`src/rtl/dpram_arbiter.sv`:
```
`default_nettype none
// ============================================================================
// dpram_arbiter : round-robin sequencer for the raminfr shared write/read port.
// Optional RAMARB_INIT_EN : zero-fill the whole RAM after reset (busy high).
// Revision      : 1.0
// ============================================================================
module dpram_arbiter #(
  parameter int AW = 5,
  parameter int DW = 4
) (
  input  logic          clk,
  input  logic          rst_n,
  input  logic          req0,
  input  logic          we0,
  input  logic [AW-1:0] addr0,
  input  logic [DW-1:0] wdata0,
  input  logic          req1,
  input  logic          we1,
  input  logic [AW-1:0] addr1,
  input  logic [DW-1:0] wdata1,
  output logic          gnt0,
  output logic          gnt1,
  output logic          rvalid0,
  output logic          rvalid1,
  output logic [DW-1:0] rdata0,
  output logic [DW-1:0] rdata1,
  output logic          ram_we,
  output logic [AW-1:0] ram_a,
  output logic [DW-1:0] ram_di,
  input  logic [DW-1:0] ram_spo,
  output logic          busy
);

  typedef enum logic [1:0] {
    S_INIT = 2'd0,
    S_IDLE = 2'd1,
    S_ACC  = 2'd2,
    S_RESP = 2'd3
  } state_t;

`ifdef RAMARB_INIT_EN
  localparam state_t c_reset_state = S_INIT;
`else
  localparam state_t c_reset_state = S_IDLE;
`endif

  state_t r_state;
  logic   r_last;
  logic   r_win;
  logic   r_we;

  logic   w_any;
  logic   w_sel1;

  // On a tie the requester that was not served last wins.
  assign w_any  = req0 | req1;
  assign w_sel1 = req1 & (~req0 | ~r_last);

`ifndef RAMARB_INIT_EN
  assign busy = 1'b0;
`endif

  always_ff @(posedge clk or negedge rst_n) begin
    if (!rst_n) begin
      r_state <= c_reset_state;
      r_last  <= 1'b1;
      r_win   <= 1'b0;
      r_we    <= 1'b0;
      gnt0    <= 1'b0;
      gnt1    <= 1'b0;
      rvalid0 <= 1'b0;
      rvalid1 <= 1'b0;
      rdata0  <= '0;
      rdata1  <= '0;
      ram_we  <= 1'b0;
      ram_a   <= '0;
      ram_di  <= '0;
`ifdef RAMARB_INIT_EN
      busy    <= 1'b0;
`endif
    end else begin
      gnt0    <= 1'b0;
      gnt1    <= 1'b0;
      rvalid0 <= 1'b0;
      rvalid1 <= 1'b0;
      case (r_state)
`ifdef RAMARB_INIT_EN
        // ram_a doubles as the fill counter; the first INIT edge arms the fill.
        S_INIT: begin
          if (!busy) begin
            busy   <= 1'b1;
            ram_we <= 1'b1;
            ram_a  <= '0;
            ram_di <= '0;
          end else if (ram_a == {AW{1'b1}}) begin
            busy    <= 1'b0;
            ram_we  <= 1'b0;
            r_state <= S_IDLE;
          end else begin
            ram_a <= ram_a + 1'b1;
          end
        end
`endif
        S_IDLE: begin
          if (w_any) begin
            r_win   <= w_sel1;
            r_last  <= w_sel1;
            r_we    <= w_sel1 ? we1 : we0;
            gnt0    <= ~w_sel1;
            gnt1    <= w_sel1;
            ram_we  <= w_sel1 ? we1 : we0;
            ram_a   <= w_sel1 ? addr1 : addr0;
            ram_di  <= w_sel1 ? wdata1 : wdata0;
            r_state <= S_ACC;
          end
        end
        S_ACC: begin
          ram_we  <= 1'b0;
          r_state <= S_RESP;
        end
        S_RESP: begin
          if (!r_we) begin
            if (r_win) begin
              rdata1  <= ram_spo;
              rvalid1 <= 1'b1;
            end else begin
              rdata0  <= ram_spo;
              rvalid0 <= 1'b1;
            end
          end
          r_state <= S_IDLE;
        end
        default: r_state <= S_IDLE;
      endcase
    end
  end

endmodule
`default_nettype wire

```
`config.mk`:
```
export PLATFORM = sky130hd
export DESIGN_NAME = dpram_arbiter
export DESIGN_NICKNAME = d
export VERILOG_FILES = /design/src/rtl/dpram_arbiter.sv
export SDC_FILE = /design/constraint.sdc
export NUM_CORES = 1
export LEC_CHECK = 0
export CAP_MARGIN = 20
export CELL_PAD_IN_SITES_DETAIL_PLACEMENT = 1
export CELL_PAD_IN_SITES_GLOBAL_PLACEMENT = 2
export CORE_ASPECT_RATIO = 0.6
export CORE_UTILIZATION = 25
export CTS_CLUSTER_SIZE = 20
export DETAILED_ROUTE_END_ITERATION = 8
export GPL_ROUTABILITY_DRIVEN = 0
export PLACE_DENSITY = 0.76
export SYNTH_ARGS = -nofsm -noshare
export SYNTH_HDL_FRONTEND = slang
export SYNTH_SLANG_ARGS = --single-unit
```
`constraint.sdc`:
```
create_clock -name clk -period 2.1 [get_ports clk]
set_input_delay 0.21 -clock clk [delete_from_list [all_inputs] [get_ports clk]]
set_output_delay 0.21 -clock clk [all_outputs]
set_load 0.01 [all_outputs]
```
==> results.md, run 1 <==
* Multi-input logic area at 430 sq um
* Slowest-stage cell, CP: dfstp_2
* Io pins at 51
* Post-layout min period at 1.62 ns
* CP Capture Type: flip-flop
* Hold Crit Class: input port to async pin
* Row count at 18
* Synthesized Nets at 119
* Post-CTS setup buffers at 0
* Total Wirelength at 3010 um
* Post-Syn Area at 0.00115 sq mm
* TritonCTS buffer count at 3
* Area grow syn2layout at 53.6%
* Hold-fix buffers, CTS at 0
* Final worst-path cycle share at 77.3%
* Syn_area_per_cell at 13.2 sq um
* # placed instances at 196
* Largest cells by area after synthesis: dfrtp_1 (54%), mux2_1 (7.8%), a221o_1 (6.1%), dfstp_2 (4.6%), ha_1 (4.3%)
* Seq cells post-synth at 27
* Status: finished, final reports clean
* RR Startpoint: r_state[0]
* Final #Nets at 173
* Via count at 896
* Compound-gate portion of the synthesized area at 13.2%
* Yosys warns at 0
* ANT cells at 0
* CTS tree: done
* Worst-skew pair later-pin latency at 0.27 ns
* Final Max Slew Viols at 0
* Vias/cell at 4.48
* Mux cell area share after synthesis at 11.3%
* Initial antenna violation count at 0
* Resized Gates After CTS at 0
* Place WS at 0.349 ns
* Chip width at 89.6 um
* XOR/XNOR share of the synthesized area at 0%
* Initial drt markers at 24
* Peak VDD IR at 331 uV
* CP cell instances: ha_1 > nor3b_2 > mux2_1
* Top Family by Delay on Critical Path: flip-flops
* Synth top area share at 54.3%
* Share of cells above drive strength 1 at 10.0%
* CP Launch Type: flip-flop
* F_max at 616 MHz
* Post-synth top area cell: dfrtp_1
* Largest family of logic cells by synthesized area: compound AO/OA/AOI/OAI gates
* DRC Markers at 0
* Die ar. at 0.00489 sq mm
* LEAKAGE at 0.786 nW
* Crit Path Max Fanout at 5
* Worst path bufs/invs at 0
* Mapped Cells at 87
* Kind of critical path: flip-flop to flip-flop
* Die Span Y at 54.6 um
* Register cell area after layout at 678 sq um
* Final setup vio count at 0
* Core area at 0.00426 sq mm
* Clk pin slew, worst setup/hold paths at 0.10 ns
* Final std cells w/o fill at 200
* Worst path depth at 3
* Adder-cell share of the synthesized area at 4.35%
* Worst Reg-to-Reg Cells at 3
* Final Util at 41.5%
* Max Cap Viol at 0
* Critical Path AT at 1.78 ns
* Post-Synth Simple-Gate Area at 8.26%
* Power Density at 1370 mW/mm^2
* Clk buf depth at 2
* Pre-antenna DRT Iters at 2
* Clk root buf: clkbuf_8
* Worst path max stage delay at 0.57 ns
* Req. time, crit path at 2.26 ns
* Final Skew at 0.00223 ns
* Netlist cell types at 28
* Slack of the critical path at 0.477 ns
* GR Overflow Total at 0
* Wire length per cell at 15.1 um
* Starting Density at 27.0%
* First-pass GRT wire length at 4770 um
* Number of global-route vias before repair at 905
* Reg2Reg Capture Point: rdata0[3]
* Fillers at 447
* GR Util All Layers at 13.6%
* Largest net degree at the start of global routing at 28
* Unrepaired setup endpoints after global routing: false
* DPL Wire Length at 2270 um
* R2r setup slk at 0.48 ns
* Seq/Total Area, Yosys at 58.9%
* H-tree levels at 1
* Clock sinks at 27
* Post-DRT Antenna Nets at 0
* Setup TNS at 0 ns
* Buffers on Ports at 49
* Hold Vio Cnt, Final at 0
[cells in the mapped netlist]
master	instances
buf_4	1
conb_1	1
and2_1	1
dfrtp_1	25
o21bai_1	1
buf_6	1
a211o_1	1
a31oi_1	1
mux2i_1	4
clkbuf_1	1
o21ai_2	1
nand3b_1	1
mux2_1	8
dfstp_2	2
ha_1	4
nor2_1	1
o21ai_1	3
a21o_1	1
inv_1	4
nor2_2	1
a21boi_2	1
a221o_1	7
nand2_1	4
and3_1	7
a21oi_1	2
buf_2	1
nor3b_2	1
o22ai_1	1
[worst max path at each step]
stage               slack [ns]  startpoint        end
floorplan                 0.63  r_state[0]   ram_a[0]
global placement          0.41        req1  ram_di[3]
detailed placement        0.35        req1   ram_a[4]
CTS                       0.46  r_state[0]  rdata0[3]
global route              0.37  r_state[0]  rdata0[0]
finish                    0.48  r_state[0]  rdata0[3]
[layout make-up]
| cell class | count | share of cell area, % |
|---|---|---|
| multi-input cells | 52 | 24.3 |
| inverters | 4 | 0.849 |
| clock inverters | 1 | 0.425 |
| flip-flops and latches | 27 | 38.4 |
| repair buffers | 53 | 29.4 |
| well taps | 60 | 4.25 |
| clock buffers | 3 | 2.34 |
[layer usage]
layer / up-vias / track usage, % / part of all wire [%]
met1: 453 / 18.6 / 50
met3: 0 / 4.07 / 5.5
li1: 417 / - / -
met2: 26 / 21.0 / 45
met4: 0 / 3.97 / 0
met5: - / 0 / 0
[through the flow]
stage	area [sq um]	hold slack, ns	power (W)
2_1_floorplan	1150	-0.0856	0.00149
3_3_place_gp	1720	0.470	0.00207
3_5_place_dp	1720	0.475	0.00213
4_1_cts	1770	0.331	0.00245
5_1_grt	1770	0.341	0.00261
6_report	1770	0.327	0.00242
[report_power, final]
group / switching (W) / internal, W
sequential: 0.000146 / 0.000784
clock: 0.000169 / 0.000135
combinational: 0.000513 / 0.000671
total: 0.000829 / 0.00159
[sequential cells by signal, summed over array words and instances, names as in the netlist]
signal   count
gnt0         1
gnt1         1
r_last       1
r_state      2
r_we         1
r_win        1
ram_a        5
ram_di       4
ram_we       1
rdata0       4
rdata1       4
rvalid0      1
rvalid1      1
[layout by cell type, fill, tap and decap left out]
master           synthesis  routed
clkdlybuf4s50_1          0      49
dfrtp_1                 25      25
mux2_1                   8       8
and3_1                   7       7
a221o_1                  7       7
inv_1                    4       4
nand2_1                  4       4
mux2i_1                  4       4
ha_1                     4       4
buf_4                    1       4
o21ai_1                  3       3
clkbuf_8                 0       3
a21oi_1                  2       2
dfstp_2                  2       2
nor3b_2                  1       1
nand3b_1                 1       1
a21boi_2                 1       1
and2_1                   1       1
o21ai_2                  1       1
nor2_2                   1       1
nor2_1                   1       1
a211o_1                  1       1
o22ai_1                  1       1
o21bai_1                 1       1
a31oi_1                  1       1
a21o_1                   1       1
conb_1                   1       1
clkinvlp_4               0       1
[cell families after synthesis]
family,Yosys count
AOI/OAI and AO/OA,19
adders and majority gates,4
buffers and inverters,8
DFF,27
muxes,12
other,1
and+or+nand+nor,16
Note: power is estimated with default switching activity, not from simulation.
==> run 2: changes to the inputs <==
clock period = 1.6 ns   (was 2.1 ns; I/O delays follow)
==> results.md, run 2 (synthesized netlist as in run 1, its figures left out) <==
* Wire length per cell at 14.4 um (-4.2%)
* CP Launch Type: flip-flop
* Hold Vio Cnt, Final at 0 (unchanged)
* Slowest-stage cell, CP: dfstp_2
* Total Power at 0.00314 W (+30%)
* Clk root buf: clkbuf_8
* Post-DRT Antenna Nets at 0 (unchanged)
* Crit path capture: rdata0[3]
* Hold-fix buffers, CTS at 0 (unchanged)
* Share of cells above drive strength 1 at 11.9% (+1.9 points)
* RR Startpoint: r_state[0]
* Initial drt markers at 25 (+4.2%)
* CP Capture Type: flip-flop
* Vias/cell at 4.41 (-1.6%)
* Core area at 0.00426 sq mm (unchanged)
* DPL Wire Length at 2340 um (+2.8%)
* Critical path startpoint: r_state[0]
* Biggest register: ram_a
* F_max at 655 MHz (+6.2%)
* Largest net degree at the start of global routing at 28 (unchanged)
* Reg2Reg Capture Point: rdata0[3]
* Worst-skew pair later-pin latency at 0.27 ns (about the same)
* Status: finished, final reports clean
* Chip width at 89.6 um (unchanged)
* Starting Density at 27.0% (unchanged)
* Final Skew at 0.00480 ns (+0.00256 ns)
* Area grow syn2layout at 55.3%
* R2r setup slk at 0.07 ns (-0.41 ns)
* Critical Path AT at 1.68 ns (-0.10 ns)
* Pre-antenna DRT Iters at 2 (unchanged)
* CTS tree: done
* Row count at 18 (unchanged)
* Final setup vio count at 0 (unchanged)
* CP cell instances: ha_1 > nor3b_2 > buf_4 > mux2_1
* Peak VDD IR at 431 uV (+30%)
* Post-CTS setup buffers at 0 (unchanged)
* Max reg flops at 5 (unchanged)
* Clk buf depth at 2 (unchanged)
* GR Overflow Total at 0 (unchanged)
* # placed instances at 199 (+1.5%)
* Post-layout min period at 1.53 ns (-0.0949 ns)
* TritonCTS buffer count at 3 (unchanged)
* Sw Share at 33.1% (-1.1 points)
* DRC Markers at 0 (unchanged)
* Comb power frac at 48.8% (-0.2 points)
* First-pass GRT wire length at 4540 um (-4.8%)
* Clk pin slew, worst setup/hold paths at 0.10 ns (about the same)
* Clk network pwr share at 12.4% (-0.2 points)
* Unrepaired setup endpoints after global routing: false
* Clock sinks at 27 (unchanged)
* Number of global-route vias before repair at 924 (+2.1%)
* Final #Nets at 176 (+1.7%)
* Most frequent cells in the layout: clkdlybuf4s50_1 (49), dfrtp_1 (25), mux2_1 (8)
* Final std cells w/o fill at 203 (+1.5%)
* Buffers on Ports at 49 (unchanged)
* Req. time, crit path at 1.76 ns (-0.50 ns)
* Io pins at 51 (unchanged)
* Final worst-path cycle share at 95.5% (+18 points)
* Total Wirelength at 2930 um (-2.8%)
* Max Cap Viol at 0 (unchanged)
* Resized Gates After CTS at 0 (unchanged)
* Most common cell after layout, fill and taps aside: clkdlybuf4s50_1
* Crit Path Max Fanout at 5 (unchanged)
* H-tree levels at 1 (unchanged)
* Power Density at 1750 mW/mm^2 (+28%)
* Kind of critical path: flip-flop to flip-flop
* Flop pwr share at 38.8% (+0.4 points)
* Fillers at 465 (+4.0%)
* Internal power at 0.00210 W (+32%)
* Worst Reg-to-Reg Cells at 4 (+1)
* Die ar. at 0.00489 sq mm (unchanged)
* GR Util All Layers at 12.9% (-0.73 points)
* Setup TNS at 0 ns (unchanged)
* Via count at 895 (-0.11%)
* Worst path max stage delay at 0.58 ns (about the same)
* Initial antenna violation count at 0 (unchanged)
* Die Span Y at 54.6 um (unchanged)
* ANT cells at 0 (unchanged)
* NetSw at 0.00104 W (+25%)
* Final Max Slew Viols at 0 (unchanged)
* Hold Crit Class: input port to async pin
* LEAKAGE at 0.805 nW (+2.4%)
## run 2: final cells by class
cell class,instances,area (sq um),share of cell area [%]
Sequential cell,27,678,37.9
Timing Repair Buffer,56,543,30.4
Multi-Input combinational cell,52,430,24.1
Tap cell,60,75.1,4.20
Clock buffer,3,41.3,2.31
Inverter,4,15.0,0.840
Clock inverter,1,5.00,0.280
## run 2: layer usage
layer  track usage, %  wire length (um)  vias up  part of all wire [%]
met5                0                 0        -                     0
met4             3.17                 0        0                     0
met3             3.92               172        0                   5.9
met2             21.6              1380       30                    47
met1             16.5              1380      443                    47
li1                 -                 -      422                     -
## run 2: worst max-delay path: cells and delay by family, from the launching register on
family | cells | cell delay (ns)
adder cells (fa/ha/maj) | 1 | 0.19
buffers and inverters | 1 | 0.16
flip-flops | 1 | 0.58
multiplexers | 1 | 0.32
AND/OR/NAND/NOR | 1 | 0.16
## run 2: power groups by stage
stage	clock (W)	combinational, W	sequential, W
after detailed placement	0	0.00155	0.00124
after global routing	0.000437	0.00167	0.00126
after CTS	0.000400	0.00156	0.00123
final	0.000389	0.00153	0.00122
after global placement	0	0.00150	0.00122
after floorplan	0	0.000624	0.00133
## run 2: stage by stage
step	utilization, %	hold WS, ns	setup slack, ns	cell area, sq um
4_1_cts	42.0	0.282	0.0671	1790
2_1_floorplan	-	-0.136	0.132	1150
5_1_grt	42.0	0.295	0.0136	1790
3_5_place_dp	40.9	0.478	-0.0301	1740
6_report	42.0	0.262	0.0721	1790
3_3_place_gp	40.9	0.468	0.00148	1740
## run 2: worst min path at each step
stage | from | to | slack [ns] | depth (start not counted)
floorplan | rst_n | gnt0 | -0.14 | 0
global placement | rdata0[0] | rdata0[0] | 0.47 | 1
detailed placement | rdata0[2] | rdata0[2] | 0.48 | 1
CTS | rst_n | r_we | 0.28 | 2
global route | rst_n | r_we | 0.30 | 2
finish | rst_n | rdata1[0] | 0.26 | 2
